[src/rtl/uart_rx_param.sv]
// Oversampling UART receiver with optional parity, 1-2 stop bits and a held output word.
// Define UART_RX_MAJORITY_EN to decide each bit by a 2-of-3 vote around mid-bit.
module uart_rx_param #(
  parameter int unsigned DATA_WIDTH  = 8,
  parameter int unsigned OVERSAMPLE  = 16,
  parameter int unsigned PARITY_MODE = 0,
  parameter int unsigned STOP_BITS   = 1
) (
  input  logic                  rx_clk,
  input  logic                  rx_reset,
  input  logic                  rx,
  input  logic                  data_ready,
  output logic [DATA_WIDTH-1:0] data_out,
  output logic                  data_valid,
  output logic                  parity_err,
  output logic                  frame_err,
  output logic                  overrun_err,
  output logic                  busy
);

  localparam int unsigned CNT_W = $clog2(OVERSAMPLE);
  localparam int unsigned IDX_W = $clog2(DATA_WIDTH + 1);
  localparam int unsigned MID   = OVERSAMPLE / 2 - 1;
  localparam int unsigned LAST  = OVERSAMPLE - 1;
  localparam logic        ODD   = (PARITY_MODE == 2);

  localparam logic [2:0] S_IDLE   = 3'd0;
  localparam logic [2:0] S_START  = 3'd1;
  localparam logic [2:0] S_DATA   = 3'd2;
  localparam logic [2:0] S_PARITY = 3'd3;
  localparam logic [2:0] S_STOP   = 3'd4;

  logic                  rx_meta, rx_s;
  logic [2:0]            state, state_nxt;
  logic [CNT_W-1:0]      cnt, cnt_nxt;
  logic [IDX_W-1:0]      bit_idx, idx_nxt;
  logic [DATA_WIDTH-1:0] shreg, shreg_nxt;
  logic                  par_acc, par_nxt;
  logic                  perr_q, perr_nxt;
  logic                  ferr_q, ferr_nxt;
  logic                  armed, armed_nxt;
  logic                  hit_c, bit_tick_c, bit_val_c, load_c;

  // Two-flop synchronizer; resets to the idle line level
  always_ff @(posedge rx_clk or negedge rx_reset) begin
    if (!rx_reset) begin
      rx_meta <= 1'b1;
      rx_s    <= 1'b1;
    end else begin
      rx_meta <= rx;
      rx_s    <= rx_meta;
    end
  end

  // Mid-bit reference point; the counter restarts here so bit spacing stays exact
  assign hit_c = (state != S_IDLE) &&
                 (cnt == ((state == S_START) ? CNT_W'(MID) : CNT_W'(LAST)));

`ifdef UART_RX_MAJORITY_EN
  logic [1:0] hist;
  logic       tick_q;

  always_ff @(posedge rx_clk or negedge rx_reset) begin
    if (!rx_reset) begin
      hist   <= 2'b11;
      tick_q <= 1'b0;
    end else begin
      hist   <= {hist[0], rx_s};
      tick_q <= hit_c;
    end
  end

  assign bit_tick_c = tick_q;
  assign bit_val_c  = (hist[1] & hist[0]) | (hist[1] & rx_s) | (hist[0] & rx_s);
`else
  assign bit_tick_c = hit_c;
  assign bit_val_c  = rx_s;
`endif

  always_ff @(posedge rx_clk or negedge rx_reset) begin
    if (!rx_reset) begin
      state   <= S_IDLE;
      cnt     <= '0;
      bit_idx <= '0;
      shreg   <= '0;
      par_acc <= 1'b0;
      perr_q  <= 1'b0;
      ferr_q  <= 1'b0;
      armed   <= 1'b0;
    end else begin
      state   <= state_nxt;
      cnt     <= cnt_nxt;
      bit_idx <= idx_nxt;
      shreg   <= shreg_nxt;
      par_acc <= par_nxt;
      perr_q  <= perr_nxt;
      ferr_q  <= ferr_nxt;
      armed   <= armed_nxt;
    end
  end

  always_comb begin
    state_nxt = state;
    cnt_nxt   = cnt;
    idx_nxt   = bit_idx;
    shreg_nxt = shreg;
    par_nxt   = par_acc;
    perr_nxt  = perr_q;
    ferr_nxt  = ferr_q;
    armed_nxt = armed;
    load_c    = 1'b0;

    if (state != S_IDLE) begin
      cnt_nxt = hit_c ? '0 : cnt + CNT_W'(1);
    end

    case (state)
      S_IDLE: begin
        cnt_nxt = '0;
        idx_nxt = '0;
        if (rx_s) begin
          armed_nxt = 1'b1;
        end else if (armed) begin
          state_nxt = S_START;
          armed_nxt = 1'b0;
          par_nxt   = 1'b0;
          perr_nxt  = 1'b0;
          ferr_nxt  = 1'b0;
        end
      end
      S_START: begin
        if (bit_tick_c) begin
          if (bit_val_c) begin
            state_nxt = S_IDLE;
            armed_nxt = 1'b1;
          end else begin
            state_nxt = S_DATA;
          end
        end
      end
      S_DATA: begin
        if (bit_tick_c) begin
          shreg_nxt = {bit_val_c, shreg[DATA_WIDTH-1:1]};
          par_nxt   = par_acc ^ bit_val_c;
          if (bit_idx == IDX_W'(DATA_WIDTH - 1)) begin
            idx_nxt   = '0;
            state_nxt = (PARITY_MODE == 0) ? S_STOP : S_PARITY;
          end else begin
            idx_nxt = bit_idx + IDX_W'(1);
          end
        end
      end
      S_PARITY: begin
        if (bit_tick_c) begin
          perr_nxt  = par_acc ^ bit_val_c ^ ODD;
          state_nxt = S_STOP;
        end
      end
      S_STOP: begin
        if (bit_tick_c) begin
          if (!bit_val_c) ferr_nxt = 1'b1;
          // Leave mid-stop so an immediately following start edge is caught
          if (bit_idx == IDX_W'(STOP_BITS - 1)) begin
            state_nxt = S_IDLE;
            armed_nxt = bit_val_c;
            load_c    = 1'b1;
          end else begin
            idx_nxt = bit_idx + IDX_W'(1);
          end
        end
      end
      default: state_nxt = S_IDLE;
    endcase
  end

  // Output word register with valid/ready hold and overrun tracking
  always_ff @(posedge rx_clk or negedge rx_reset) begin
    if (!rx_reset) begin
      data_out    <= '0;
      data_valid  <= 1'b0;
      parity_err  <= 1'b0;
      frame_err   <= 1'b0;
      overrun_err <= 1'b0;
      busy        <= 1'b0;
    end else begin
      busy <= (state_nxt != S_IDLE);
      if (load_c) begin
        data_out    <= shreg;
        parity_err  <= perr_nxt;
        frame_err   <= ferr_nxt;
        overrun_err <= data_valid & ~data_ready;
        data_valid  <= 1'b1;
      end else if (data_valid && data_ready) begin
        data_valid <= 1'b0;
      end
    end
  end

endmodule

[config.mk]
export PLATFORM = sky130hd
export DESIGN_NAME = uart_rx_param
export DESIGN_NICKNAME = d
export VERILOG_FILES = /design/src/rtl/uart_rx_param.sv
export SDC_FILE = /design/constraint.sdc
export NUM_CORES = 1
export LEC_CHECK = 0
export CELL_PAD_IN_SITES_DETAIL_PLACEMENT = 1
export CELL_PAD_IN_SITES_GLOBAL_PLACEMENT = 1
export CORE_MARGIN = 3
export CORE_UTILIZATION = 46
export DETAILED_ROUTE_END_ITERATION = 10
export HOLD_SLACK_MARGIN = 0.12
export PLACE_DENSITY = 0.82
export SLEW_MARGIN = 25
export SYNTH_ARGS = -nofsm -noshare
export SYNTH_HDL_FRONTEND = slang
export SYNTH_SLANG_ARGS = --single-unit
[constraint.sdc]
create_clock -name rx_clk -period 2.65 [get_ports rx_clk]
set_input_delay 0.53 -clock rx_clk [delete_from_list [all_inputs] [get_ports rx_clk]]
set_output_delay 0.53 -clock rx_clk [all_outputs]
set_load 0.02 [all_outputs]
== Word-level counts from Yosys, hierarchy flattened ==
Cells that the tools add are included.
W data, S select, Z words.

* Bitwise gates (word level): 3
* Equality and inequality tests: 14
* Muxes and demuxes: 43
* Reductions and logical operators: 15
* Add/sub/neg operators: 2

{| class="wikitable"
|+ Operators by type and width
! operator !! number
|-
| $mux W4 || 8
|-
| $mux W3 || 8
|-
| $mux W1 || 20
|-
| $ne A2 B2 Y1 const B || 8
|-
| $pmux W3 S5 || 1
|-
| $pmux W4 S3 || 1
|-
| $reduce_bool A3 Y1 || 4
|-
| $add A4 B1 Y4 const B || 2
|-
| $reduce_and A4 Y1 || 2
|-
| $eq A3 B2 Y1 const B || 2
|-
| $pmux W1 S2 || 3
|-
| $reduce_bool A2 Y1 || 3
|-
| $reduce_and A5 Y1 || 1
|-
| $eq A4 B3 Y1 const B || 1
|-
| $eq A4 B4 Y1 || 1
|-
| $logic_not A4 Y1 || 1
|-
| $eq A3 B1 Y1 const B || 1
|-
| $eq A3 B3 Y1 const B || 1
|-
| $logic_not A3 Y1 || 1
|-
| $pmux W1 S3 || 1
|-
| $logic_and A1 B1 Y1 || 2
|-
| $mux W2 || 1
|-
| $reduce_and A2 Y1 || 1
|-
| $and A1 B1 Y1 || 1
|-
| 2 further kinds || 2
|}

* Output and inout bits: 13
* Register bits: 38

== Longest topological paths before layout ==
Gate-level depths: netlist of run 1.

* Depth after elaboration: 7
* Depth in mapped cells: 7
* Depth with buffers taken out: 6

== Least setup slack after synthesis of run 1 ==
OpenSTA, ideal clock, no wires.

* Path type: register to register
* Start: register cnt[3]
* End: register data_out[3]
* Clock period less this slack: 2115 ps
* Required time: 2525 ps
* Stages on the path, launching flop included: 6
* Path buffers: 1
* Library setup time: 125 ps
* Path slack: 535 ps
* Data arrival time: 1990 ps
* Cells stage by stage: dfrtp_1 -> or4b_4 -> a2111oi_4 -> and2_4 -> buf_12 -> mux2_4

* Cells in the longest elaborated chain, start to end: 4

{| class="wikitable"
|+ RTL lines
! what !! RTL line !! text
|-
| start, declared || 35 || <nowiki>logic [CNT_W-1:0] cnt, cnt_nxt;</nowiki>
|-
| start signal, assigned || 92 || <nowiki>cnt <= cnt_nxt;</nowiki>
|-
| $eq A4 B4 Y1 || 57 || <nowiki>(cnt == ((state == S_START) ? CNT_W'(MID) : CNT_W'(LAST)));</nowiki>
|-
| $logic_and A1 B1 Y1 || 56 || <nowiki>assign hit_c = (state != S_IDLE) &&</nowiki>
|-
| $mux W1 || 160 || <nowiki>if (bit_tick_c) begin</nowiki>
|-
| $mux W1 || 117 || <nowiki>case (state)</nowiki>
|-
| end signal, assigned || 188 || <nowiki>data_out <= shreg;</nowiki>
|-
| end, declared || 13 || <nowiki>output logic [DATA_WIDTH-1:0] data_out,</nowiki>
|}

Every way passes these cells.
A chain may end at the register's enable or synchronous reset.

== Worst setup path after layout of run 1 ==
* Start: register state[1]
* End: register data_out[1]

* Cells in the longest elaborated chain, start to end: 6

{| class="wikitable"
|+ RTL lines
! what !! RTL line !! text
|-
| start, declared || 34 || <nowiki>logic [2:0] state, state_nxt;</nowiki>
|-
| start signal, assigned || 91 || <nowiki>state <= state_nxt;</nowiki>
|-
| $eq A3 B1 Y1 || 57 ||
|-
| $mux W4 || 57 ||
|-
| $eq A4 B4 Y1 || 57 ||
|-
| $logic_and A1 B1 Y1 || 56 ||
|-
| $mux W1 || 160 ||
|-
| $mux W1 * || 117 ||
|}

Mark *: on every way between the ends. The rest lies on a longest branch, timed or not.

==> metrics.log, run 1 <==
INFO  metric status = finished, final reports clean
INFO  metric grt_start_max_net_pins = 39
INFO  metric finalWirelength = between 3 and 4 mm
INFO  metric first_global_vias = roughly 1300
INFO  metric critical_path.cell_chain = or4b_4, a2111oi_4, and2_4, mux2_2
INFO  metric drive_gt1_frac = 0.2544
INFO  metric library_cells_used_by_synthesis = 51
INFO  metric critical_path.max_fanout = 14
INFO  metric cts_max_path_buffers = 2
INFO  metric asyncSetResetFlopFracSynth = 1.000
INFO  metric endpoint_class_of_the_critical_path = flip-flop
INFO  metric setup_fix_buffers_added_after_clock_tree_synthesis = 0
INFO  metric drc_errors = 0
INFO  metric design_area = 2111 µm²
INFO  metric cts_bufs_inserted = 5
INFO  metric final_cycle_share = 0.9100
INFO  metric final.fill_count = 399
INFO  metric grt_setup_unrepaired = false
INFO  metric ys_seq_elements = 38
INFO  metric fin_setup_tns = 0 ps
INFO  metric timing.final.max_slew_violations = 0
INFO  metric postCtsHoldBufs = 0
INFO  metric setup_viol = 0
INFO  metric synth_compound_gate_area_share = 0.1290
INFO  metric synthMuxAreaShare = 0.1283
INFO  metric timing.final.ws_setup = 238.4 ps
INFO  metric post-dp-hpwl = between 2 and 3 mm
INFO  metric cts_tree = yes
INFO  metric place_congestion = a little over 0.8
INFO  metric hold_class = in -> async
INFO  metric cts_resized = 0
INFO  metric period_minus_slack = 2412 ps
INFO  metric max_slew.worst_pin.slew = 847.5 ps
INFO  metric mappedNetlistNets = 153
INFO  metric net_count_of_the_finished_layout = approximately 180
INFO  metric clk_latency = 290 ps
INFO  metric synth.most_common_cell = sky130_fd_sc_hd__dfrtp_1
INFO  metric vias_per_cell = 5.705
INFO  metric post_synth_main_area_contributors = sky130_fd_sc_hd__dfrtp_1 50%, sky130_fd_sc_hd__mux2_4 6.6%, sky130_fd_sc_hd__mux2_2 6.2%, sky130_fd_sc_hd__dfstp_2 2.9%, sky130_fd_sc_hd__ha_1 2.1%
INFO  metric boundaryPins = 17
INFO  metric portion_of_the_post_synthesis_area_used_by_sequential_elements = 0.5255
INFO  metric final_routed_wire_length_divided_by_cell_count = between 15 and 20 µm
INFO  metric grt_usage = 0.1874
INFO  metric area_growth_syn_to_layout = 16.34%
INFO  metric grt_antenna_before_repair = 0
INFO  metric synth_edf_count = 0
INFO  metric syn_inst = 146
INFO  metric critPathRequiredTime = 2820 ps
INFO  metric count_of_maximum_capacitance_violations = 0
INFO  metric worst_setup_path_start_kind = flip-flop
INFO  metric io_buffer_count = 16
INFO  metric slowest_stage = sky130_fd_sc_hd__or4b_4
INFO  metric detail-route-antenna-nets = 0
INFO  metric die_height = 68.80 µm
INFO  metric synthDominantCellAreaShare = 0.4966
INFO  metric dominant_combinational_cell_family_by_area_after_synthesis = simple AND/OR/NAND/NOR gates
INFO  metric core = roughly 3700 µm²
INFO  metric die_area = roughly 4700 µm²
INFO  metric synthFlopType = sky130_fd_sc_hd__dfrtp_1
INFO  metric cts.clk_slew.worst_paths = 70 ps
INFO  metric pre_cts_slack = 268.2 ps
INFO  metric synth_fa_ha_area_frac = 0.02069
INFO  metric initial_util = 0.4846
INFO  metric root_buffer = sky130_fd_sc_hd__clkbuf_8
INFO  metric numClockSinks = 38
INFO  metric synthXorXnorAreaFrac = 0.02414
INFO  metric dr.pass1.iters = 4
INFO  metric power_density = around 750 nW/µm²
INFO  metric htree_levels = 2
INFO  metric placement_rows = 22
INFO  metric total_number_of_vias = 1238
INFO  metric antenna-diode-count = 0
INFO  metric timing.clock.skew = about 7.5 ps
INFO  metric grt_first_pass_wirelength = 6.423 mm
INFO  metric utilization = 0.5638
INFO  metric crit_path_max_cell_delay = 640 ps
INFO  metric timing.setup.critical_path_class = reg -> reg
INFO  metric synth_commonest_cells = 36 x sky130_fd_sc_hd__dfrtp_1, 10 x sky130_fd_sc_hd__mux2_2, 8 x sky130_fd_sc_hd__mux2_4, 8 x sky130_fd_sc_hd__nor2_1, 7 x sky130_fd_sc_hd__inv_1
INFO  metric die-width = 68.80 µm
INFO  metric worst_slew_margin_relative_to_its_limit = 0.4290
INFO  metric biggest_area_consumer_among_synthesized_cells = sky130_fd_sc_hd__dfrtp_1
INFO  metric holdWs = around 330 ps
INFO  metric postSynthAreaPerCell = about 12 µm²
INFO  metric leakage = 0.9467 nW
INFO  metric max_clock_freq = 414.7 MHz
INFO  metric grt_overflow_total = 0
INFO  metric hold_viol = 0
INFO  metric yosysWarningCount = 0
INFO  metric yosys.area_share.simple = 0.1359
INFO  metric detailedRoute.firstIterationViolations = 88
INFO  metric worst-endpoint-arrival = 2580 ps
INFO  metric detailed_place.area = 2019 µm²
INFO  metric mappedNetlistArea = ~1800 µm²
INFO  metric peakVddDrop = 0.3484 mV
==> layout make-up <==
cell class | count | area, µm² | share of cell area
sequential | 38 | 953.4 | 0.4517
multi-input combinational | 96 | 794.5 | 0.3764
timing repair buffer | 20 | 185.2 | 0.08773
clock buffer | 7 | 86.33 | 0.04090
tap | 48 | 60.06 | 0.02845
inverter | 7 | 26.28 | 0.01245
clock inverter | 1 | 5.005 | 0.002371
==> power breakdown <==
part,switching [W],leakage [nW],internal (W),total [W]
logic,0.000264,0.388,0.000201,0.000465
clock network,0.000193,0.0482,0.000210,0.000403
registers,0.0000728,0.510,0.000644,0.000717
==> final timing paths <==
| check | startpoint | end | slack [ps] | cells past startpoint |
|---|---|---|---|---|
| worst max-delay path | state[1]$_DFF_PN0_ | data_out[1]$_DFFE_PN0P_ | 240 | 4 |
| worst min-delay path | rx_reset | overrun_err$_DFFE_PN0P_ | 330 | 1 |
| worst max register to register | state[1]$_DFF_PN0_ | data_out[1]$_DFFE_PN0P_ | 240 | 4 |
| worst min register to register | rx_meta$_DFF_PN1_ | bit_val_c$_DFF_PN1_ | 360 | 0 |
| max in group asynchronous | rx_reset | bit_idx[0]$_DFFE_PN0P_ | 1800 | 1 |
| min in group rx_clk | rx_meta$_DFF_PN1_ | bit_val_c$_DFF_PN1_ | 360 | 0 |
==> state kept, by name, indices dropped and copies added, names as in the netlist <==
register and flops:
data_out 8, shreg 8, bit_idx 4, cnt 4
state 3, armed 1, bit_val_c 1, busy 1
data_valid 1, ferr_q 1, frame_err 1, overrun_err 1
par_acc 1, parity_err 1, perr_q 1, rx_meta 1
==> worst max-delay path, delay by kind of cell (launching register included) <==
kind | cells | cell delay [ps]
AO/OA/AOI/OAI | 1 | 400
flip-flops | 1 | 530
multiplexers | 1 | 370
AND/OR/NAND/NOR | 2 | 1000
==> per-layer routing <==
layer  track usage  vias to the layer above  wire (µm)
met4       0.08273                        0         76
li1              -                      575          -
met5             0                        -          0
met2        0.3063                       20       1930
met3       0.04862                        9        106
met1        0.2322                      634       1765
==> through the flow <==
stage | std cells | total power, W
finish | 217 | 0.001585
global placement | 209 | 0.001148
detailed placement | 209 | 0.001183
floorplan | 146 | 0.001040
CTS | 217 | 0.001595
global route | 217 | 0.001692
==> cells in the final DEF (no fill, tap or decap), drive strengths merged, types with 3 or more instances in the layout <==
cell            n
xnor2           3
or2             3
clkbuf          7
nand3           3
nand2           4
nor3            3
or3             3
and2            3
nor2            8
clkdlybuf4s50  15
buf             5
a21oi           4
ha              3
o21ai           5
inv             7
dfrtp          36
mux2           18
==> kinds of logic after synthesis <==
kind of cell,Yosys count
compound gates,28
xor+xnor,5
fa+ha+maj,3
buf+inv,12
flops,38
mux,18
simple gates,42
Power figures use the tool's default switching activity.
==> run 2: changes to the inputs <==
--- a/config.mk
+++ b/config.mk
@@ -7,6 +7,7 @@
 export LEC_CHECK = 0
 export CELL_PAD_IN_SITES_DETAIL_PLACEMENT = 1
 export CELL_PAD_IN_SITES_GLOBAL_PLACEMENT = 1
+export CORE_ASPECT_RATIO = 0.5
 export CORE_MARGIN = 3
 export CORE_UTILIZATION = 46
 export DETAILED_ROUTE_END_ITERATION = 10
==> metrics.log, run 2 (synthesized netlist as in run 1, its figures left out) <==
INFO  metric status = finished, final reports clean (unchanged)
INFO  metric timing.setup.critical_path_class = reg -> reg (unchanged)
INFO  metric postCtsHoldBufs = 0 (unchanged)
INFO  metric drc_errors = 0 (unchanged)
INFO  metric power_density = 825.4 nW/µm² (was 750.8 nW/µm²)
INFO  metric timing.final.ws_setup = 191.5 ps (was 238.4 ps)
INFO  metric total_number_of_vias = 1269 (was 1238)
INFO  metric timing.clock.skew = 4.020 ps (was 7.482 ps)
INFO  metric cts_tree = yes (unchanged)
INFO  metric fin_setup_tns = 0 ps (unchanged)
INFO  metric root_buffer = sky130_fd_sc_hd__clkbuf_8 (unchanged)
INFO  metric core = 3603 µm² (was 3744 µm²)
INFO  metric top_regs = data_out: 8 flops, shreg: 8 flops (unchanged)
INFO  metric crit_path_max_cell_delay = 640 ps (about the same)
INFO  metric utilization = 0.5976 (was 0.5638)
INFO  metric final_routed_wire_length_divided_by_cell_count = 19.16 µm (was 17.87 µm)
INFO  metric grt_usage = 0.1984 (was 0.1874)
INFO  metric detailed_place.area = 2016 µm² (was 2019 µm²)
INFO  metric area_growth_syn_to_layout = 18.69% (was 16.34%)
INFO  metric net_count_of_the_finished_layout = 174 (was 175)
INFO  metric worst_setup_path_start_kind = flip-flop (unchanged)
INFO  metric post-layout-total-power = 0.001777 W (was 0.001585 W)
INFO  metric peakVddDrop = 0.3260 mV (was 0.3484 mV)
INFO  metric placement_rows = 15 (was 22)
INFO  metric count_of_maximum_capacitance_violations = 0 (unchanged)
INFO  metric clk_latency = 290 ps (about the same)
INFO  metric hold_viol = 0 (unchanged)
INFO  metric slowest_stage = sky130_fd_sc_hd__or4b_4 (unchanged)
INFO  metric post-dp-hpwl = 2.613 mm (was 2.771 mm)
INFO  metric drive_gt1_frac = 0.2560 (was 0.2544)
INFO  metric critical_path.cell_chain = or4b_4, a2111oi_4, and2_4, mux2_2 (unchanged)
INFO  metric final_cycle_share = 0.9277 (was 0.9100)
INFO  metric boundaryPins = 17 (unchanged)
INFO  metric cts.clk_slew.worst_paths = 80 ps (was 70 ps)
INFO  metric grt_antenna_before_repair = 0 (unchanged)
INFO  metric setup_fix_buffers_added_after_clock_tree_synthesis = 0 (unchanged)
INFO  metric detail-route-antenna-nets = 0 (unchanged)
INFO  metric period_minus_slack = 2459 ps (was 2412 ps)
INFO  metric initial_util = 0.5035 (was 0.4846)
INFO  metric hold_class = in -> async (unchanged)
INFO  metric design_area = 2153 µm² (was 2111 µm²)
INFO  metric cts_bufs_inserted = 5 (unchanged)
INFO  metric grt_overflow_total = 0 (unchanged)
INFO  metric setup_viol = 0 (unchanged)
INFO  metric htree_levels = 2 (unchanged)
INFO  metric place_congestion = 0.8344 (was 0.8313)
INFO  metric die_height = 50.41 µm (was 68.80 µm)
INFO  metric die_area = 4779 µm² (was 4733 µm²)
INFO  metric io_buffer_count = 16 (unchanged)
INFO  metric grt_start_max_net_pins = 39 (unchanged)
INFO  metric commonest_non_fill_non_tap_cells_in_the_layout = 36 x sky130_fd_sc_hd__dfrtp_1, 15 x sky130_fd_sc_hd__clkdlybuf4s50_1, 10 x sky130_fd_sc_hd__mux2_2, 8 x sky130_fd_sc_hd__nor2_1, 8 x sky130_fd_sc_hd__mux2_4 (unchanged)
INFO  metric finalWirelength = 4.196 mm (was 3.878 mm)
INFO  metric numClockSinks = 38 (unchanged)
INFO  metric worst-endpoint-arrival = 2640 ps (was 2580 ps)
INFO  metric first_global_vias = 1374 (was 1325)
INFO  metric endpoint_class_of_the_critical_path = flip-flop (unchanged)
INFO  metric die-width = 94.82 µm (was 68.80 µm)
INFO  metric detailedRoute.firstIterationViolations = 101 (was 88)
INFO  metric antenna-diode-count = 0 (unchanged)
INFO  metric pre_cts_slack = 257.8 ps (was 268.2 ps)
INFO  metric dr.pass1.iters = 4 (unchanged)
INFO  metric grt_setup_unrepaired = false (unchanged)
INFO  metric leakage = 0.9614 nW (was 0.9467 nW)
INFO  metric max_clock_freq = 406.8 MHz (was 414.7 MHz)
INFO  metric layout.cells.most_common = sky130_fd_sc_hd__dfrtp_1 (unchanged)
INFO  metric vias_per_cell = 5.795 (was 5.705)
INFO  metric worst_slew_margin_relative_to_its_limit = 0.4409 (was 0.4290)
INFO  metric timing.final.max_slew_violations = 0 (unchanged)
INFO  metric cts_resized = 0 (unchanged)
INFO  metric cts_max_path_buffers = 2 (unchanged)
INFO  metric critical_path.max_fanout = 14 (unchanged)
INFO  metric critPathRequiredTime = 2830 ps (was 2820 ps)
INFO  metric grt_first_pass_wirelength = 7.031 mm (was 6.423 mm)
INFO  metric max_slew.worst_pin.slew = 838.6 ps (was 847.5 ps)
==> run 2: cell types whose count changed in the layout (fill, tap and decap cells not counted), sizes merged <==
| cell | before | now |
|---|---|---|
| clkbuf | 7 | 5 |
| bufinv | 0 | 2 |
| buf | 5 | 4 |
==> run 2: final timing paths <==
kind	slack (ps)	depth (start not counted)	from	endpoint
max	190	4	state[1]$_DFF_PN0_	data_out[1]$_DFFE_PN0P_
min	330	1	rx_reset	data_out[3]$_DFFE_PN0P_
max reg2reg	190	4	state[1]$_DFF_PN0_	data_out[1]$_DFFE_PN0P_
min reg2reg	350	0	rx_meta$_DFF_PN1_	bit_val_c$_DFF_PN1_
max in group asynchronous	1790	1	rx_reset	state[1]$_DFF_PN0_
min in group rx_clk	350	0	rx_meta$_DFF_PN1_	bit_val_c$_DFF_PN1_
==> run 2: metal layers <==
| metal | global-route usage | part of all wire | wire length, µm |
|---|---|---|---|
| met1 | 0.2327 | 0.43 | 1795 |
| met2 | 0.3489 | 0.50 | 2107 |
| met3 | 0.05689 | 0.053 | 222 |
| met4 | 0.06938 | 0.017 | 70 |
| met5 | 0 | 0 | 0 |
==> run 2: layout make-up <==
class | instances | area [µm²]
inverter | 7 | 26.28
sequential | 38 | 953.4
fill | 372 | 1450
clock buffer | 5 | 68.82
timing repair buffer | 19 | 177.7
clock inverter | 3 | 68.82
multi-input combinational | 96 | 794.5
tap | 51 | 63.81
==> run 2: worst max-delay path, delay by kind of cell, from the launching register on <==
kind               cells  cell delay, ps
and+or+nand+nor        2            1000
DFF                    1             550
AOI/OAI and AO/OA      1             430
muxes                  1             370
==> run 2: where the power goes <==
group	internal, W	switching (W)	leakage [nW]	total, W
registers	0.000644	0.0000797	0.510	0.000724
clock network	0.000377	0.000213	0.0683	0.000590
logic	0.000201	0.000263	0.383	0.000464
==> run 2: metrics by stage <==
step           hold slack, ps  cells
3_5_place_dp            347.6    211
2_1_floorplan           234.4    146
5_1_grt                 366.5    219
6_report                334.8    219
3_3_place_gp            346.8    211
4_1_cts                 355.0    219
==> run 3: changes to the inputs <==
==> constraint.sdc (replaced) <==
create_clock -name rx_clk -period 2.65 [get_ports rx_clk]
set_input_delay 0.3975 -clock rx_clk [delete_from_list [all_inputs] [get_ports rx_clk]]
set_output_delay 0.3975 -clock rx_clk [all_outputs]
set_load 0.02 [all_outputs]
==> results of run 3 <==
The final DEF is identical to that of run 2. Status: finished, final reports clean.
Among the figures that moved: hold slack 334.8 ps -> 202.3 ps
